==> config.mk <==
export PLATFORM = sky130hd
export DESIGN_NAME = lsu_req_ctrl_flat
export DESIGN_NICKNAME = d
export VERILOG_FILES = /design/src/rtl/lsu_pkg.sv /design/src/rtl/lsu_req_ctrl_if.sv /design/src/rtl/lsu_align_chk.sv /design/src/rtl/lsu_req_ctrl.sv /design/src/flat_wrapper.sv
export SDC_FILE = /design/constraint.sdc
export NUM_CORES = 1
export LEC_CHECK = 0
export CAP_MARGIN = 40
export CORE_MARGIN = 2
export CORE_UTILIZATION = 25
export DETAILED_ROUTE_END_ITERATION = 10
export PLACE_DENSITY = 0.56
export REMOVE_ABC_BUFFERS = 1
export SYNTH_ARGS = -nofsm -noshare
export SYNTH_HDL_FRONTEND = slang
export SYNTH_HIERARCHICAL = 1
export SYNTH_SLANG_ARGS = --single-unit
export TNS_END_PERCENT = 100
==> constraint.sdc <==
create_clock -name clk -period 1.8 [get_ports clk]
set_input_delay 0.36 -clock clk [delete_from_list [all_inputs] [get_ports clk]]
set_output_delay 0.36 -clock clk [all_outputs]
set_load 0.05 [all_outputs]
==> src/rtl/lsu_pkg.sv <==
// Shared types and helpers for the LSU request front end: access-type codes,
// controller state encoding and the alignment rule for sub-word accesses.
package lsu_pkg;

  localparam int DTYPE_WIDTH = 3;

  typedef enum logic [DTYPE_WIDTH-1:0] {
    BYTE               = 3'd0,
    HALF_WORD          = 3'd1,
    FULL_WORD          = 3'd2,
    BYTE_UNSIGNED      = 3'd3,
    HALF_WORD_UNSIGNED = 3'd4
  } dtype_e;

  typedef enum logic [1:0] {
    IDLE,
    ISSUE,
    WAIT,
    RESP
  } state_e;

  // Halves need an even address and words a 4-byte aligned one; bytes and
  // unknown codes never count as misaligned here (illegal codes are separate).
  function automatic logic is_misaligned(input logic [DTYPE_WIDTH-1:0] dtype,
                                         input logic [1:0]             addr_lo);
    logic r;
    r = 1'b0;
    case (dtype)
      HALF_WORD, HALF_WORD_UNSIGNED: r = addr_lo[0];
      FULL_WORD:                     r = (addr_lo != 2'b00);
      default:                       r = 1'b0;
    endcase
    return r;
  endfunction

  function automatic logic is_illegal_dtype(input logic [DTYPE_WIDTH-1:0] dtype);
    return (dtype > DTYPE_WIDTH'(HALF_WORD_UNSIGNED));
  endfunction

endpackage

==> src/rtl/lsu_req_ctrl_if.sv <==
// Request and response channels between the MEM stage (master) and the
// LSU request controller (slave). Signal suffixes are from the controller's view.
interface lsu_req_ctrl_if #(
  parameter int DATA_WIDTH = 32,
  parameter int ADDR_WIDTH = 12,
  parameter int TAG_WIDTH  = 5
) ();
  import lsu_pkg::*;

  logic                   req_valid_i;
  logic                   req_ready_o;
  logic                   req_we_i;
  logic [ADDR_WIDTH-1:0]  req_addr_i;
  logic [DATA_WIDTH-1:0]  req_wdata_i;
  logic [DTYPE_WIDTH-1:0] req_dtype_i;
  logic [TAG_WIDTH-1:0]   req_tag_i;

  logic                   rsp_valid_o;
  logic                   rsp_ready_i;
  logic [DATA_WIDTH-1:0]  rsp_rdata_o;
  logic [TAG_WIDTH-1:0]   rsp_tag_o;
  logic                   rsp_we_o;
  logic                   rsp_fault_o;

  modport master (
    output req_valid_i, req_we_i, req_addr_i, req_wdata_i, req_dtype_i, req_tag_i,
    input  req_ready_o,
    input  rsp_valid_o, rsp_rdata_o, rsp_tag_o, rsp_we_o, rsp_fault_o,
    output rsp_ready_i
  );

  modport slave (
    input  req_valid_i, req_we_i, req_addr_i, req_wdata_i, req_dtype_i, req_tag_i,
    output req_ready_o,
    output rsp_valid_o, rsp_rdata_o, rsp_tag_o, rsp_we_o, rsp_fault_o,
    input  rsp_ready_i
  );

endinterface

==> src/rtl/lsu_align_chk.sv <==
// Combinational access check: flags a misaligned half/word or an unknown
// dtype code. Kept separate so an instruction-fetch path can reuse it.
module lsu_align_chk
  import lsu_pkg::*;
(
  input  logic [DTYPE_WIDTH-1:0] i_dtype,
  input  logic [1:0]             i_addr_lo,
  output logic                   o_fault
);

  assign o_fault = is_misaligned(i_dtype, i_addr_lo) | is_illegal_dtype(i_dtype);

endmodule

==> src/rtl/lsu_req_ctrl.sv <==
// One-in-flight request/response front end for the LSU. Accepts a load or
// store, rejects bad accesses without touching memory, drives the LSU for
// the sync-read RAM's latency and returns a held response.
module lsu_req_ctrl
  import lsu_pkg::*;
#(
  parameter int DATA_WIDTH   = 32,
  parameter int ADDR_WIDTH   = 12,
  parameter int TAG_WIDTH    = 5,
  parameter int READ_LATENCY = 1
) (
  input  logic                   clk,
  input  logic                   reset_n,
  lsu_req_ctrl_if.slave          bus,
  output logic [ADDR_WIDTH-1:0]  lsu_addr_o,
  output logic [DATA_WIDTH-1:0]  lsu_data_o,
  output logic                   lsu_we_o,
  output logic [DTYPE_WIDTH-1:0] lsu_dtype_o,
  input  logic [DATA_WIDTH-1:0]  lsu_data_i
);

  localparam int CNT_W = (READ_LATENCY > 1) ? $clog2(READ_LATENCY) : 1;

  state_e                 r_state;
  logic [CNT_W-1:0]       r_cnt;
  logic                   r_we;
  logic [TAG_WIDTH-1:0]   r_tag;

  logic [ADDR_WIDTH-1:0]  r_lsu_addr;
  logic [DATA_WIDTH-1:0]  r_lsu_data;
  logic                   r_lsu_we;
  logic [DTYPE_WIDTH-1:0] r_lsu_dtype;

  logic                   r_rsp_valid;
  logic [DATA_WIDTH-1:0]  r_rsp_rdata;
  logic [TAG_WIDTH-1:0]   r_rsp_tag;
  logic                   r_rsp_we;
  logic                   r_rsp_fault;

  logic                   w_fault;

  lsu_align_chk u_align_chk (
    .i_dtype   (bus.req_dtype_i),
    .i_addr_lo (bus.req_addr_i[1:0]),
    .o_fault   (w_fault)
  );

  // NOTE: ready is decoded from state and gated by reset_n so it reads 0 while
  // reset is held yet is already 1 in the first IDLE cycle after release.
  assign bus.req_ready_o = reset_n & (r_state == IDLE);

  assign bus.rsp_valid_o = r_rsp_valid;
  assign bus.rsp_rdata_o = r_rsp_rdata;
  assign bus.rsp_tag_o   = r_rsp_tag;
  assign bus.rsp_we_o    = r_rsp_we;
  assign bus.rsp_fault_o = r_rsp_fault;

  assign lsu_addr_o  = r_lsu_addr;
  assign lsu_data_o  = r_lsu_data;
  assign lsu_we_o    = r_lsu_we;
  assign lsu_dtype_o = r_lsu_dtype;

  // Request sequencing FSM with all LSU and response outputs registered.
  // NOTE: state is updated with non-blocking assignments so every branch sees
  // the pre-edge values; the async reset clears lsu_we_o without waiting for clk.
  always_ff @(posedge clk or negedge reset_n) begin
    if (!reset_n) begin
      r_state     <= IDLE;
      r_cnt       <= '0;
      r_we        <= 1'b0;
      r_tag       <= '0;
      r_lsu_addr  <= '0;
      r_lsu_data  <= '0;
      r_lsu_we    <= 1'b0;
      r_lsu_dtype <= '0;
      r_rsp_valid <= 1'b0;
      r_rsp_rdata <= '0;
      r_rsp_tag   <= '0;
      r_rsp_we    <= 1'b0;
      r_rsp_fault <= 1'b0;
    end else begin
      case (r_state)
        IDLE: begin
          if (bus.req_valid_i) begin
            r_we  <= bus.req_we_i;
            r_tag <= bus.req_tag_i;
            if (w_fault) begin
              // Bad access: answer immediately, LSU outputs keep their old values.
              r_state     <= RESP;
              r_rsp_valid <= 1'b1;
              r_rsp_rdata <= '0;
              r_rsp_tag   <= bus.req_tag_i;
              r_rsp_we    <= bus.req_we_i;
              r_rsp_fault <= 1'b1;
            end else begin
              r_state     <= ISSUE;
              r_lsu_addr  <= bus.req_addr_i;
              r_lsu_data  <= bus.req_wdata_i;
              r_lsu_dtype <= bus.req_dtype_i;
              r_lsu_we    <= bus.req_we_i;
            end
          end
        end

        ISSUE: begin
          r_lsu_we <= 1'b0;
          if (r_we) begin
            r_state     <= RESP;
            r_rsp_valid <= 1'b1;
            r_rsp_rdata <= '0;
            r_rsp_tag   <= r_tag;
            r_rsp_we    <= 1'b1;
            r_rsp_fault <= 1'b0;
          end else begin
            r_state <= WAIT;
            r_cnt   <= CNT_W'(READ_LATENCY - 1);
          end
        end

        WAIT: begin
          if (r_cnt == '0) begin
            r_state     <= RESP;
            r_rsp_valid <= 1'b1;
            r_rsp_rdata <= lsu_data_i;
            r_rsp_tag   <= r_tag;
            r_rsp_we    <= 1'b0;
            r_rsp_fault <= 1'b0;
          end else begin
            r_cnt <= r_cnt - CNT_W'(1);
          end
        end

        RESP: begin
          if (bus.rsp_ready_i) begin
            r_state     <= IDLE;
            r_rsp_valid <= 1'b0;
          end
        end

        default: r_state <= IDLE;
      endcase
    end
  end

endmodule
==> src/flat_wrapper.sv <==
// flat-port wrapper written by rule: the top's interface ports become plain ports
module lsu_req_ctrl_flat import lsu_pkg::*;
#(
  parameter int DATA_WIDTH   = 32,
  parameter int ADDR_WIDTH   = 12,
  parameter int TAG_WIDTH    = 5,
  parameter int READ_LATENCY = 1
)
  (clk, reset_n, lsu_addr_o, lsu_data_o, lsu_we_o, lsu_dtype_o, lsu_data_i, bus_req_valid_i, bus_req_we_i, bus_req_addr_i, bus_req_wdata_i, bus_req_dtype_i, bus_req_tag_i, bus_req_ready_o, bus_rsp_valid_o, bus_rsp_rdata_o, bus_rsp_tag_o, bus_rsp_we_o, bus_rsp_fault_o, bus_rsp_ready_i);
  lsu_req_ctrl_if #(.DATA_WIDTH(DATA_WIDTH), .ADDR_WIDTH(ADDR_WIDTH), .TAG_WIDTH(TAG_WIDTH)) bus_i ();
  input  logic clk;
  input  logic reset_n;
  output logic [ADDR_WIDTH-1:0] lsu_addr_o;
  output logic [DATA_WIDTH-1:0] lsu_data_o;
  output logic lsu_we_o;
  output logic [DTYPE_WIDTH-1:0] lsu_dtype_o;
  input  logic [DATA_WIDTH-1:0] lsu_data_i;
  input wire logic [$bits(bus_i.req_valid_i)-1:0] bus_req_valid_i;
  input wire logic [$bits(bus_i.req_we_i)-1:0] bus_req_we_i;
  input wire logic [$bits(bus_i.req_addr_i)-1:0] bus_req_addr_i;
  input wire logic [$bits(bus_i.req_wdata_i)-1:0] bus_req_wdata_i;
  input wire logic [$bits(bus_i.req_dtype_i)-1:0] bus_req_dtype_i;
  input wire logic [$bits(bus_i.req_tag_i)-1:0] bus_req_tag_i;
  output wire logic [$bits(bus_i.req_ready_o)-1:0] bus_req_ready_o;
  output wire logic [$bits(bus_i.rsp_valid_o)-1:0] bus_rsp_valid_o;
  output wire logic [$bits(bus_i.rsp_rdata_o)-1:0] bus_rsp_rdata_o;
  output wire logic [$bits(bus_i.rsp_tag_o)-1:0] bus_rsp_tag_o;
  output wire logic [$bits(bus_i.rsp_we_o)-1:0] bus_rsp_we_o;
  output wire logic [$bits(bus_i.rsp_fault_o)-1:0] bus_rsp_fault_o;
  input wire logic [$bits(bus_i.rsp_ready_i)-1:0] bus_rsp_ready_i;
  assign bus_i.req_valid_i = bus_req_valid_i;
  assign bus_i.req_we_i = bus_req_we_i;
  assign bus_i.req_addr_i = bus_req_addr_i;
  assign bus_i.req_wdata_i = bus_req_wdata_i;
  assign bus_i.req_dtype_i = bus_req_dtype_i;
  assign bus_i.req_tag_i = bus_req_tag_i;
  assign bus_req_ready_o = bus_i.req_ready_o;
  assign bus_rsp_valid_o = bus_i.rsp_valid_o;
  assign bus_rsp_rdata_o = bus_i.rsp_rdata_o;
  assign bus_rsp_tag_o = bus_i.rsp_tag_o;
  assign bus_rsp_we_o = bus_i.rsp_we_o;
  assign bus_rsp_fault_o = bus_i.rsp_fault_o;
  assign bus_i.rsp_ready_i = bus_rsp_ready_i;
  lsu_req_ctrl #(.DATA_WIDTH(DATA_WIDTH), .ADDR_WIDTH(ADDR_WIDTH), .TAG_WIDTH(TAG_WIDTH), .READ_LATENCY(READ_LATENCY)) u_core (.clk(clk), .reset_n(reset_n), .bus(bus_i), .lsu_addr_o(lsu_addr_o), .lsu_data_o(lsu_data_o), .lsu_we_o(lsu_we_o), .lsu_dtype_o(lsu_dtype_o), .lsu_data_i(lsu_data_i));
endmodule
==> impl_table.tex, run 1 <==
\begin{tabular}{lr}
\hline
Metric & Value \\
\hline
\multicolumn{2}{l}{\textbf{Status}} \\
Status & completed \\
\multicolumn{2}{l}{\textbf{Timing}} \\
Fin worst setup slack & 62.7 ps \\
Slew Limit Fails & 0 \\
Headroom to the max-slew limit & 0.648 \\
Final setup viols & 0 \\
Worst hold slack & 105 ps \\
Final number of hold-violating endpoints & 0 \\
Maximum achievable frequency & 0.576 GHz \\
Clock Skew & 6.00 ps \\
Final critical-path required period & 1740 ps \\
Unrepaired setup endpoints after global routing & no \\
Final cycle utilization of the critical path & 0.965 \\
Actual slew at the worst max-slew pin & 528 ps \\
\multicolumn{2}{l}{\textbf{Clock tree}} \\
CTS clock-pin slew for the worst setup and hold paths & 60 ps \\
Maximum number of buffers from clock root to sink & 2 \\
Cts-stage hold buffer count & 0 \\
Number of clock buffers inserted by TritonCTS & 9 \\
TritonCTS Sinks & 96 \\
Clk\_lat worst skew & 340 ps \\
TritonCTS clock tree & built \\
H-tree levels & 3 \\
Clock root buffer master & clkbuf\_16 \\
\multicolumn{2}{l}{\textbf{Synthesis}} \\
Ys Warns & 6 \\
Post-Synthesis Cells & 308 \\
Async set-reset flop share out of synthesis & 1.00 \\
Average size of a mapped cell & 13.2 um2 \\
Flip-flop and latch count after synthesis & 96 \\
Post-Syn Area & 0.00407 mm2 \\
Post-synth top flop & dfrtp\_1 \\
EDFF count, synth & 0 \\
Sequential-to-total area share from yosys stat & 0.590 \\
Netlist cell types & 24 \\
\multicolumn{2}{l}{\textbf{Critical path}} \\
Crit path launch type & input port \\
Worst path slowest cell & maj3\_2 \\
Kind of capture point of the worst setup path & flip-flop \\
Type of the setup path with the least slack & in -> reg \\
WP data required & 2020 ps \\
Cell chain of the critical path & clkbuf\_2, maj3\_2, o22a\_1, buf\_6, nand3b\_1, buf\_6, clkbuf\_16, mux2\_4 \\
Peak per-stage delay on the critical path & 300 ps \\
Arrival time of the worst setup path & 1960 ps \\
Crit Reg-Reg Endpoint & u\_core/bus.rsp\_tag\_o[1] \\
Maximum fanout along the worst path & 8 \\
Most frequent cell on the critical path & buf\_6 \\
Reg2reg start & u\_core/r\_state[1] \\
Depth of the worst register-to-register path & 6 \\
Setup slack, reg-to-reg & 100 ps \\
\multicolumn{2}{l}{\textbf{Floorplanning}} \\
I/O pin count & 178 \\
Die outline height & 132 um \\
Initial core utilization & 0.256 \\
Total Die Area & 0.0173 mm2 \\
Area inside the core boundary & 0.0159 mm2 \\
Site Rows & 46 \\
Die W & 132 um \\
\multicolumn{2}{l}{\textbf{GRT}} \\
Total congestion overflow & 0 \\
Gr usage total & 0.123 \\
Global-route wire length before repair & 17.1 mm \\
Pin count of the biggest net entering global routing & 97 \\
Initial antenna violation count & 0 \\
Number of global-route vias before repair & 3,296 \\
\multicolumn{2}{l}{\textbf{Route}} \\
First-pass DRT Iterations & 4 \\
Post-DR vias/cell & 4.11 \\
Detailed-route wire length & 10.9 mm \\
DR vias & 3,021 \\
Routed length per instance & 14.8 um \\
\# DRC & 0 \\
First-iteration detailed-routing DRC count & 46 \\
Post-DRT Antenna Nets & 0 \\
\multicolumn{2}{l}{\textbf{Layout}} \\
Commonest non-fill, non-tap cell in the layout & buf\_4 \\
Total Nets Final & 609 \\
Count of inserted antenna diode cells & 0 \\
Count of non-filler cells in the finished layout & 735 \\
Filler Cells Inserted & 1,544 \\
Signed area change from the synthesized netlist to the final layout & 62.0\% \\
Share of post-route cells with drive strength above 1 & 0.416 \\
Share of the core filled with cells & 0.415 \\
Most used cells in the layout excluding fill and tap cells & buf\_4 (101), dfrtp\_1 (96), clkdlybuf4s50\_1 (82) \\
\multicolumn{2}{l}{\textbf{Placement}} \\
I/O Buffers & 177 \\
Routability congestion estimate from global placement & 0.731 \\
Detailed placer's ending HPWL & 7.34 mm \\
Dpl cells & 706 \\
Post-Place Worst Slack & -561 ps \\
\multicolumn{2}{l}{\textbf{Power and ir drop}} \\
Power per Cell Area & 2100 mW/mm2 \\
Post-route total power & 13.8 mW \\
Maximum resistive drop on vdd & 0.794 mV \\
Leakage & 3.12 nW \\
\multicolumn{2}{l}{\textbf{Job}} \\
\# Max-Cap Violations & 0 \\
\multicolumn{2}{l}{\textbf{Hold path}} \\
Hold crit path type & in -> async \\
\hline
\end{tabular}
sequential cells by signal, summed over array words and instances, names as in the netlist:
register / cells
u_core/lsu_data_o: 32
u_core/bus.rsp_valid_o: 1
u_core/r_state: 2
u_core/r_we: 1
u_core/bus.rsp_tag_o: 5
u_core/bus.rsp_fault_o: 1
u_core/lsu_dtype_o: 3
u_core/bus.rsp_we_o: 1
u_core/lsu_addr_o: 12
u_core/lsu_we_o: 1
u_core/r_tag: 5
u_core/bus.rsp_rdata_o: 32
repair_timing:
item,4_1_cts,5_1_grt
pin swaps,4,3
gates resized for setup,18,16
setup endpoints to repair,86,59
cloned,2,6
setup buffers,4,1
cells in the mapped netlist (2+ instances only):
master     instances  area (um2)
a21oi_1            2        10.0
buf_2              3        15.0
buf_4              5        37.5
buf_6              2        22.5
clkbuf_1           4        15.0
dfrtp_1           96        2400
ha_1               6        75.1
inv_1             39         146
mux2_2            66         743
mux2i_1           35         350
nand2_1           34         128
nand2b_1           3        18.8
o2111ai_1          2        17.5
final cells by class:
| type | count | area (um2) | share of cell area |
|---|---|---|---|
| clock buffers | 12 | 256 | 0.0389 |
| clock inverters | 4 | 52.6 | 0.00797 |
| inverters | 39 | 146 | 0.0222 |
| multi-input cells | 159 | 1480 | 0.225 |
| flip-flops and latches | 96 | 2400 | 0.364 |
| well taps | 216 | 270 | 0.0410 |
| repair buffers | 209 | 1980 | 0.301 |
kinds of logic after synthesis:
group | share of synthesized area
buffers and inverters | 0.0581
AO/OA/AOI/OAI | 0.0175
adder cells (fa/ha/maj) | 0.0212
AND/OR/NAND/NOR | 0.0440
flip-flops | 0.590
multiplexers | 0.269
worst max path at each step:
stage                            start                    endpoint  slack (ps)  depth (start not counted)
global route        bus_req_dtype_i[1]  u_core/bus.rsp_rdata_o[14]           6                          9
floorplan           bus_req_dtype_i[0]     u_core/bus.rsp_tag_o[0]       -1940                          5
detailed placement  bus_req_dtype_i[0]  u_core/bus.rsp_rdata_o[14]        -560                          8
global placement    bus_req_dtype_i[0]     u_core/bus.rsp_tag_o[1]        -490                          7
CTS                 bus_req_dtype_i[0]        u_core/lsu_data_o[2]          -7                          7
finish              bus_req_dtype_i[0]        u_core/lsu_data_o[1]          60                          8
power breakdown:
part           switching (mW)  internal, mW
Clock                   0.818          1.15
Combinational            4.85          3.44
Sequential              0.482          3.09
Total                    6.15          7.68
stage by stage:
stage	instance area [um2]	TNS, ps
2_1_floorplan	3980	-118680
3_3_place_gp	6020	-39710
3_5_place_dp	6020	-43120
4_1_cts	6460	-40.6
5_1_grt	6590	0
6_report	6590	0
critical path: cells and delay by family:
| kind | cells | cell delay (ps) |
|---|---|---|
| compound gates | 1 | 230 |
| fa+ha+maj | 1 | 300 |
| buf+inv | 4 | 600 |
| mux | 1 | 290 |
| simple gates | 1 | 170 |
metal layers:
metal  GRT usage  part of all wire  wire (um)  vias to the layer above
met5           0                 0          0                        -
met4      0.0483             0.018        195                        0
li1            -                 -          -                     1426
met3      0.0451             0.088        958                       12
met1       0.156              0.44       4740                     1446
met2       0.191              0.46       4990                      137
(Power assumes the default switching activity.)
==> run 2, diff against run 1 <==
--- a/config.mk
+++ b/config.mk
@@ -9,7 +9,7 @@
 export CORE_MARGIN = 2
 export CORE_UTILIZATION = 25
 export DETAILED_ROUTE_END_ITERATION = 10
-export PLACE_DENSITY = 0.56
+export PLACE_DENSITY = 0.58
 export REMOVE_ABC_BUFFERS = 1
 export SYNTH_ARGS = -nofsm -noshare
 export SYNTH_HDL_FRONTEND = slang
==> impl_table.tex, run 2 (synthesis gave the netlist of run 1 again) <==
\begin{tabular}{lr}
\hline
Metric & Value \\
\hline
\multicolumn{2}{l}{\textbf{Timing}} \\
Unrepaired setup endpoints after global routing & yes \\
Clock Skew & 6.26 ps (+0.262 ps) \\
Final cycle utilization of the critical path & 0.988 (+0.0230) \\
Final critical-path required period & 1780 ps (+41.5 ps) \\
Headroom to the max-slew limit & 0.647 (about the same) \\
Maximum achievable frequency & 0.562 GHz (-2.3\%) \\
Final setup viols & 0 (unchanged) \\
Final number of hold-violating endpoints & 0 (unchanged) \\
Slew Limit Fails & 0 (unchanged) \\
Actual slew at the worst max-slew pin & 529 ps (+0.877 ps) \\
\multicolumn{2}{l}{\textbf{Power and ir drop}} \\
Leakage & 3.05 nW (-2.2\%) \\
Post-route total power & 13.5 mW (-2.1\%) \\
Power per Cell Area & 2110 mW/mm2 (+0.56\%) \\
Maximum resistive drop on vdd & 0.866 mV (+9.0\%) \\
\multicolumn{2}{l}{\textbf{Layout}} \\
Signed area change from the synthesized netlist to the final layout & 57.8\% \\
Most used cells in the layout excluding fill and tap cells & buf\_4 (106), dfrtp\_1 (96), clkdlybuf4s50\_1 (82) \\
Commonest non-fill, non-tap cell in the layout & buf\_4 \\
Share of post-route cells with drive strength above 1 & 0.393 (-0.0228) \\
Count of inserted antenna diode cells & 0 (unchanged) \\
Share of the core filled with cells & 0.404 (-0.0108) \\
Total Nets Final & 601 (-1.3\%) \\
\multicolumn{2}{l}{\textbf{Route}} \\
Detailed-route wire length & 9.97 mm (-8.4\%) \\
Routed length per instance & 13.7 um (-7.4\%) \\
\# DRC & 0 (unchanged) \\
First-pass DRT Iterations & 4 (unchanged) \\
Post-DRT Antenna Nets & 0 (unchanged) \\
Post-DR vias/cell & 4.06 (-1.1\%) \\
DR vias & 2,955 (-2.2\%) \\
First-iteration detailed-routing DRC count & 81 (+76\%) \\
\multicolumn{2}{l}{\textbf{Critical path}} \\
WP data required & 1440 ps (-580 ps) \\
Crit Reg-Reg Endpoint & u\_core/lsu\_data\_o[1] \\
Reg2reg start & u\_core/r\_state[0] \\
Kind of capture point of the worst setup path & output pin \\
Crit path launch type & flip-flop \\
Setup slack, reg-to-reg & 50 ps (-50 ps) \\
Arrival time of the worst setup path & 1420 ps (-540 ps) \\
Maximum fanout along the worst path & 5 (-3) \\
Type of the setup path with the least slack & reg -> out \\
Depth of the worst register-to-register path & 6 (unchanged) \\
\multicolumn{2}{l}{\textbf{Clock tree}} \\
TritonCTS Sinks & 96 (unchanged) \\
CTS clock-pin slew for the worst setup and hold paths & 60 ps (about the same) \\
Number of clock buffers inserted by TritonCTS & 9 (unchanged) \\
TritonCTS clock tree & built \\
Cts-stage hold buffer count & 0 (unchanged) \\
H-tree levels & 3 (unchanged) \\
Clk\_lat worst skew & 340 ps (about the same) \\
Clock root buffer master & clkbuf\_16 \\
Maximum number of buffers from clock root to sink & 2 (unchanged) \\
\multicolumn{2}{l}{\textbf{Floorplanning}} \\
Die W & 132 um (unchanged) \\
Initial core utilization & 0.256 (unchanged) \\
Total Die Area & 0.0173 mm2 (unchanged) \\
Area inside the core boundary & 0.0159 mm2 (unchanged) \\
Site Rows & 46 (unchanged) \\
Die outline height & 132 um (unchanged) \\
I/O pin count & 178 (unchanged) \\
\multicolumn{2}{l}{\textbf{GRT}} \\
Global-route wire length before repair & 16.4 mm (-4.3\%) \\
Total congestion overflow & 0 (unchanged) \\
Gr usage total & 0.120 (-0.00319) \\
Pin count of the biggest net entering global routing & 97 (unchanged) \\
Number of global-route vias before repair & 3,124 (-5.2\%) \\
Initial antenna violation count & 0 (unchanged) \\
\multicolumn{2}{l}{\textbf{Job}} \\
\# Max-Cap Violations & 0 (unchanged) \\
\multicolumn{2}{l}{\textbf{Placement}} \\
I/O Buffers & 177 (unchanged) \\
Detailed placer's ending HPWL & 7.00 mm (-4.6\%) \\
Routability congestion estimate from global placement & 0.744 (+1.7\%) \\
\multicolumn{2}{l}{\textbf{Status}} \\
Status & completed \\
\multicolumn{2}{l}{\textbf{Hold path}} \\
Hold crit path type & in -> async \\
\hline
\end{tabular}
[run 2: layout make-up]
cell class | count | area (um2)
clock buffers | 14 | 274
clock inverters | 2 | 12.5
fillers | 1530 | 9460
inverters | 39 | 146
multi-input cells | 159 | 1480
flip-flops and latches | 96 | 2400
well taps | 216 | 270
repair buffers | 201 | 1840
[run 2: worst max-delay path by stage]
stage	slack (ps)	start	depth (start not counted)	to
2_1_floorplan	-1940	bus_req_dtype_i[0]	5	u_core/bus.rsp_tag_o[0]
3_3_place_gp	-450	bus_req_dtype_i[0]	8	u_core/bus.rsp_rdata_o[11]
3_5_place_dp	-480	bus_req_dtype_i[0]	8	u_core/bus.rsp_rdata_o[17]
4_1_cts	-20	u_core/r_state[0]	5	bus_req_ready_o
5_1_grt	-30	u_core/r_state[0]	5	bus_req_ready_o
6_report	20	u_core/r_state[0]	5	bus_req_ready_o
[run 2: what timing repair did]
| action | 4_1_cts | 5_1_grt |
|---|---|---|
| setup buffers | 2 | 3 |
| endpoints found under the setup margin | 87 | 6 |
| hold endpoints to repair | 0 | 0 |
| gates cloned | 2 | 0 |
| pin swaps | 5 | 3 |
| resized for setup | 20 | 3 |
[run 2: routing by layer]
metal / part of all wire / GRT usage
met5: 0 / 0
met4: 0.016 / 0.0489
met3: 0.092 / 0.0471
met2: 0.45 / 0.178
met1: 0.45 / 0.155
[run 2: stage by stage]
step	worst slack [ps]	TNS, ps	hold WS (ps)	cell area, um2	std cells
floorplan	-1940	-118680	64.4	3980	294
global placement	-454	-38090	475	6000	704
detailed placement	-483	-39490	478	6000	704
CTS	-23.7	-23.7	106	6390	724
global route	-30.6	-323	104	6420	727
finish	21.3	0	58.6	6420	727
[run 2: where the power goes]
group / internal (mW) / switching [mW] / total (mW)
Clock: 1.05 / 0.794 / 1.84
Sequential: 3.09 / 0.475 / 3.57
Combinational: 3.33 / 4.81 / 8.14
Total: 7.47 / 6.07 / 13.5
[run 2: worst max-delay path, stage by stage (launching register included)]
cell and delay (ps):
dfrtp_1 430, inv_2 80, ha_4 180, buf_6 110
and2_4 130, buf_12 140
==> run 3, diff against run 2 <==
--- a/config.mk
+++ b/config.mk
@@ -6,7 +6,7 @@
 export NUM_CORES = 1
 export LEC_CHECK = 0
 export CAP_MARGIN = 40
-export CORE_MARGIN = 2
+export CORE_MARGIN = 1
 export CORE_UTILIZATION = 25
 export DETAILED_ROUTE_END_ITERATION = 10
 export PLACE_DENSITY = 0.58
==> impl_table.tex, run 3 (synthesis gave the netlist of run 1 again) <==
\begin{tabular}{lr}
\hline
Metric & Value \\
\hline
\multicolumn{2}{l}{\textbf{Critical path}} \\
CP endpoint & u\_core/lsu\_data\_o[24] \\
Crit Reg-Reg Endpoint & u\_core/bus.rsp\_tag\_o[1] \\
Startpoint of the worst setup timing path & bus\_req\_dtype\_i[0] \\
Kind of capture point of the worst setup path & flip-flop \\
Crit path launch type & input port \\
Depth of the worst register-to-register path & 6 (unchanged) \\
Setup slack, reg-to-reg & 70 ps (+20 ps) \\
Worst path depth & 8 (+3) \\
Buffer and inverter count on the worst path & 4 (+1) \\
Cell chain of the critical path & clkbuf\_2, maj3\_2, o22a\_1, buf\_4, nand3b\_1, buf\_6, clkbuf\_16, mux2\_4 \\
Peak per-stage delay on the critical path & 310 ps (-120 ps) \\
Worst path top cell family by delay & buffers and inverters \\
Maximum fanout along the worst path & 6 (+1) \\
Worst path slowest cell & maj3\_2 \\
WP data required & 2020 ps (+580 ps) \\
Reg2reg start & u\_core/r\_state[0] \\
Arrival time of the worst setup path & 1990 ps (+570 ps) \\
Type of the setup path with the least slack & in -> reg \\
\multicolumn{2}{l}{\textbf{Floorplanning}} \\
Total Die Area & 0.0168 mm2 (-3.0\%) \\
Site Rows & 46 (unchanged) \\
I/O pin count & 178 (unchanged) \\
Die W & 130 um (-1.5\%) \\
Die outline height & 130 um (-1.5\%) \\
Initial core utilization & 0.256 (unchanged) \\
Area inside the core boundary & 0.0159 mm2 (unchanged) \\
\multicolumn{2}{l}{\textbf{Route}} \\
Post-DR vias/cell & 4.14 (+1.8\%) \\
First-iteration detailed-routing DRC count & 28 (-65\%) \\
First-pass DRT Iterations & 4 (unchanged) \\
Detailed-route wire length & 10.3 mm (+3.6\%) \\
DR vias & 3,034 (+2.7\%) \\
Post-DRT Antenna Nets & 0 (unchanged) \\
\# DRC & 0 (unchanged) \\
Routed length per instance & 14.1 um (+2.7\%) \\
\multicolumn{2}{l}{\textbf{Status}} \\
Status & completed \\
\multicolumn{2}{l}{\textbf{Timing}} \\
Worst hold slack & 75.9 ps (+17.3 ps) \\
Final setup viols & 0 (unchanged) \\
Clock Skew & 5.22 ps (-1.04 ps) \\
Final cycle utilization of the critical path & 0.983 (-0.00565) \\
Actual slew at the worst max-slew pin & 524 ps (-5.18 ps) \\
Maximum achievable frequency & 0.565 GHz (+0.58\%) \\
Headroom to the max-slew limit & 0.651 (+0.00345) \\
Slew Limit Fails & 0 (unchanged) \\
Summed negative setup slack over all endpoints & 0 ps (unchanged) \\
Final critical-path required period & 1770 ps (-10.2 ps) \\
Final number of hold-violating endpoints & 0 (unchanged) \\
\multicolumn{2}{l}{\textbf{GRT}} \\
Global-route wire length before repair & 15.5 mm (-5.1\%) \\
Gr usage total & 0.120 (+0.000562) \\
Pin count of the biggest net entering global routing & 97 (unchanged) \\
Total congestion overflow & 0 (unchanged) \\
Initial antenna violation count & 0 (unchanged) \\
Number of global-route vias before repair & 3,233 (+3.5\%) \\
\multicolumn{2}{l}{\textbf{Power and ir drop}} \\
Leakage & 3.10 nW (+1.6\%) \\
Maximum resistive drop on vdd & 0.831 mV (-4.0\%) \\
Post-route total power & 13.7 mW (+1.5\%) \\
Power per Cell Area & 2110 mW/mm2 (-0.21\%) \\
\multicolumn{2}{l}{\textbf{Layout}} \\
Share of the core filled with cells & 0.411 (+0.00685) \\
Count of inserted antenna diode cells & 0 (unchanged) \\
Fin area & 0.00653 mm2 (+1.7\%) \\
Commonest non-fill, non-tap cell in the layout & buf\_4 \\
Most used cells in the layout excluding fill and tap cells & buf\_4 (103), dfrtp\_1 (96), clkdlybuf4s50\_1 (82) \\
Total Nets Final & 607 (+1.0\%) \\
Filler Cells Inserted & 1,526 (-0.26\%) \\
Signed area change from the synthesized netlist to the final layout & 60.5\% \\
Share of post-route cells with drive strength above 1 & 0.410 (+0.0167) \\
\multicolumn{2}{l}{\textbf{Placement}} \\
Total placed instance area & 0.00601 mm2 (+0.21\%) \\
I/O Buffers & 177 (unchanged) \\
Detailed placer's ending HPWL & 6.96 mm (-0.62\%) \\
Routability congestion estimate from global placement & 0.770 (+3.5\%) \\
\multicolumn{2}{l}{\textbf{Hold path}} \\
Hold crit path type & in -> async \\
\multicolumn{2}{l}{\textbf{Job}} \\
\# Max-Cap Violations & 0 (unchanged) \\
\multicolumn{2}{l}{\textbf{Clock tree}} \\
Clock root buffer master & clkbuf\_16 \\
Clk\_lat worst skew & 340 ps (about the same) \\
CTS clock-pin slew for the worst setup and hold paths & 60 ps (about the same) \\
Cts-stage hold buffer count & 0 (unchanged) \\
TritonCTS Sinks & 96 (unchanged) \\
H-tree levels & 3 (unchanged) \\
TritonCTS clock tree & built \\
Maximum number of buffers from clock root to sink & 2 (unchanged) \\
Number of clock buffers inserted by TritonCTS & 9 (unchanged) \\
\hline
\end{tabular}
## run 3: worst min path at each step
stage	from	endpoint	slack, ps	depth (start not counted)
after floorplan	reset_n	u_core/bus.rsp_fault_o	60	0
after global placement	reset_n	u_core/lsu_addr_o[0]	470	2
after detailed placement	reset_n	u_core/lsu_dtype_o[2]	480	2
after CTS	reset_n	u_core/bus.rsp_rdata_o[5]	110	2
after global routing	reset_n	u_core/lsu_dtype_o[2]	120	2
final	reset_n	u_core/lsu_dtype_o[2]	80	2
## run 3: routing by layer
layer / up-vias / GRT usage / part of all wire
met5: - / 0 / 0
met4: 0 / 0.0568 / 0.014
met3: 10 / 0.0421 / 0.094
met2: 132 / 0.197 / 0.47
met1: 1466 / 0.141 / 0.42
li1: 1426 / - / -
## run 3: stage by stage
stage	cells	setup slack, ps
final	733	31.4
after global routing	733	-10.7
after CTS	725	-6.41
after detailed placement	704	-581
after global placement	704	-495
after floorplan	294	-1940
## run 3: final cells by class
cell class,count,area [um2],share of cell area
Inverter,39,146,0.0224
Clock buffer,13,250,0.0383
Sequential cell,96,2400,0.368
Tap cell,216,270,0.0414
Multi-Input combinational cell,159,1470,0.225
Timing Repair Buffer,207,1930,0.295
Clock inverter,3,65.1,0.00996
## run 3: repair_timing
item                                    CTS  global route
gates cloned                              2             5
endpoints found under the setup margin   88            86
gates resized for setup                  14            17
pin swaps                                 3             4
setup buffers                             3             3
## run 3: report_power, final
part,switching (mW),internal (mW),leakage [nW]
registers,0.482,3.09,1.20
clock network,0.783,1.26,0.154
logic,4.78,3.35,1.74
total,6.05,7.70,3.10
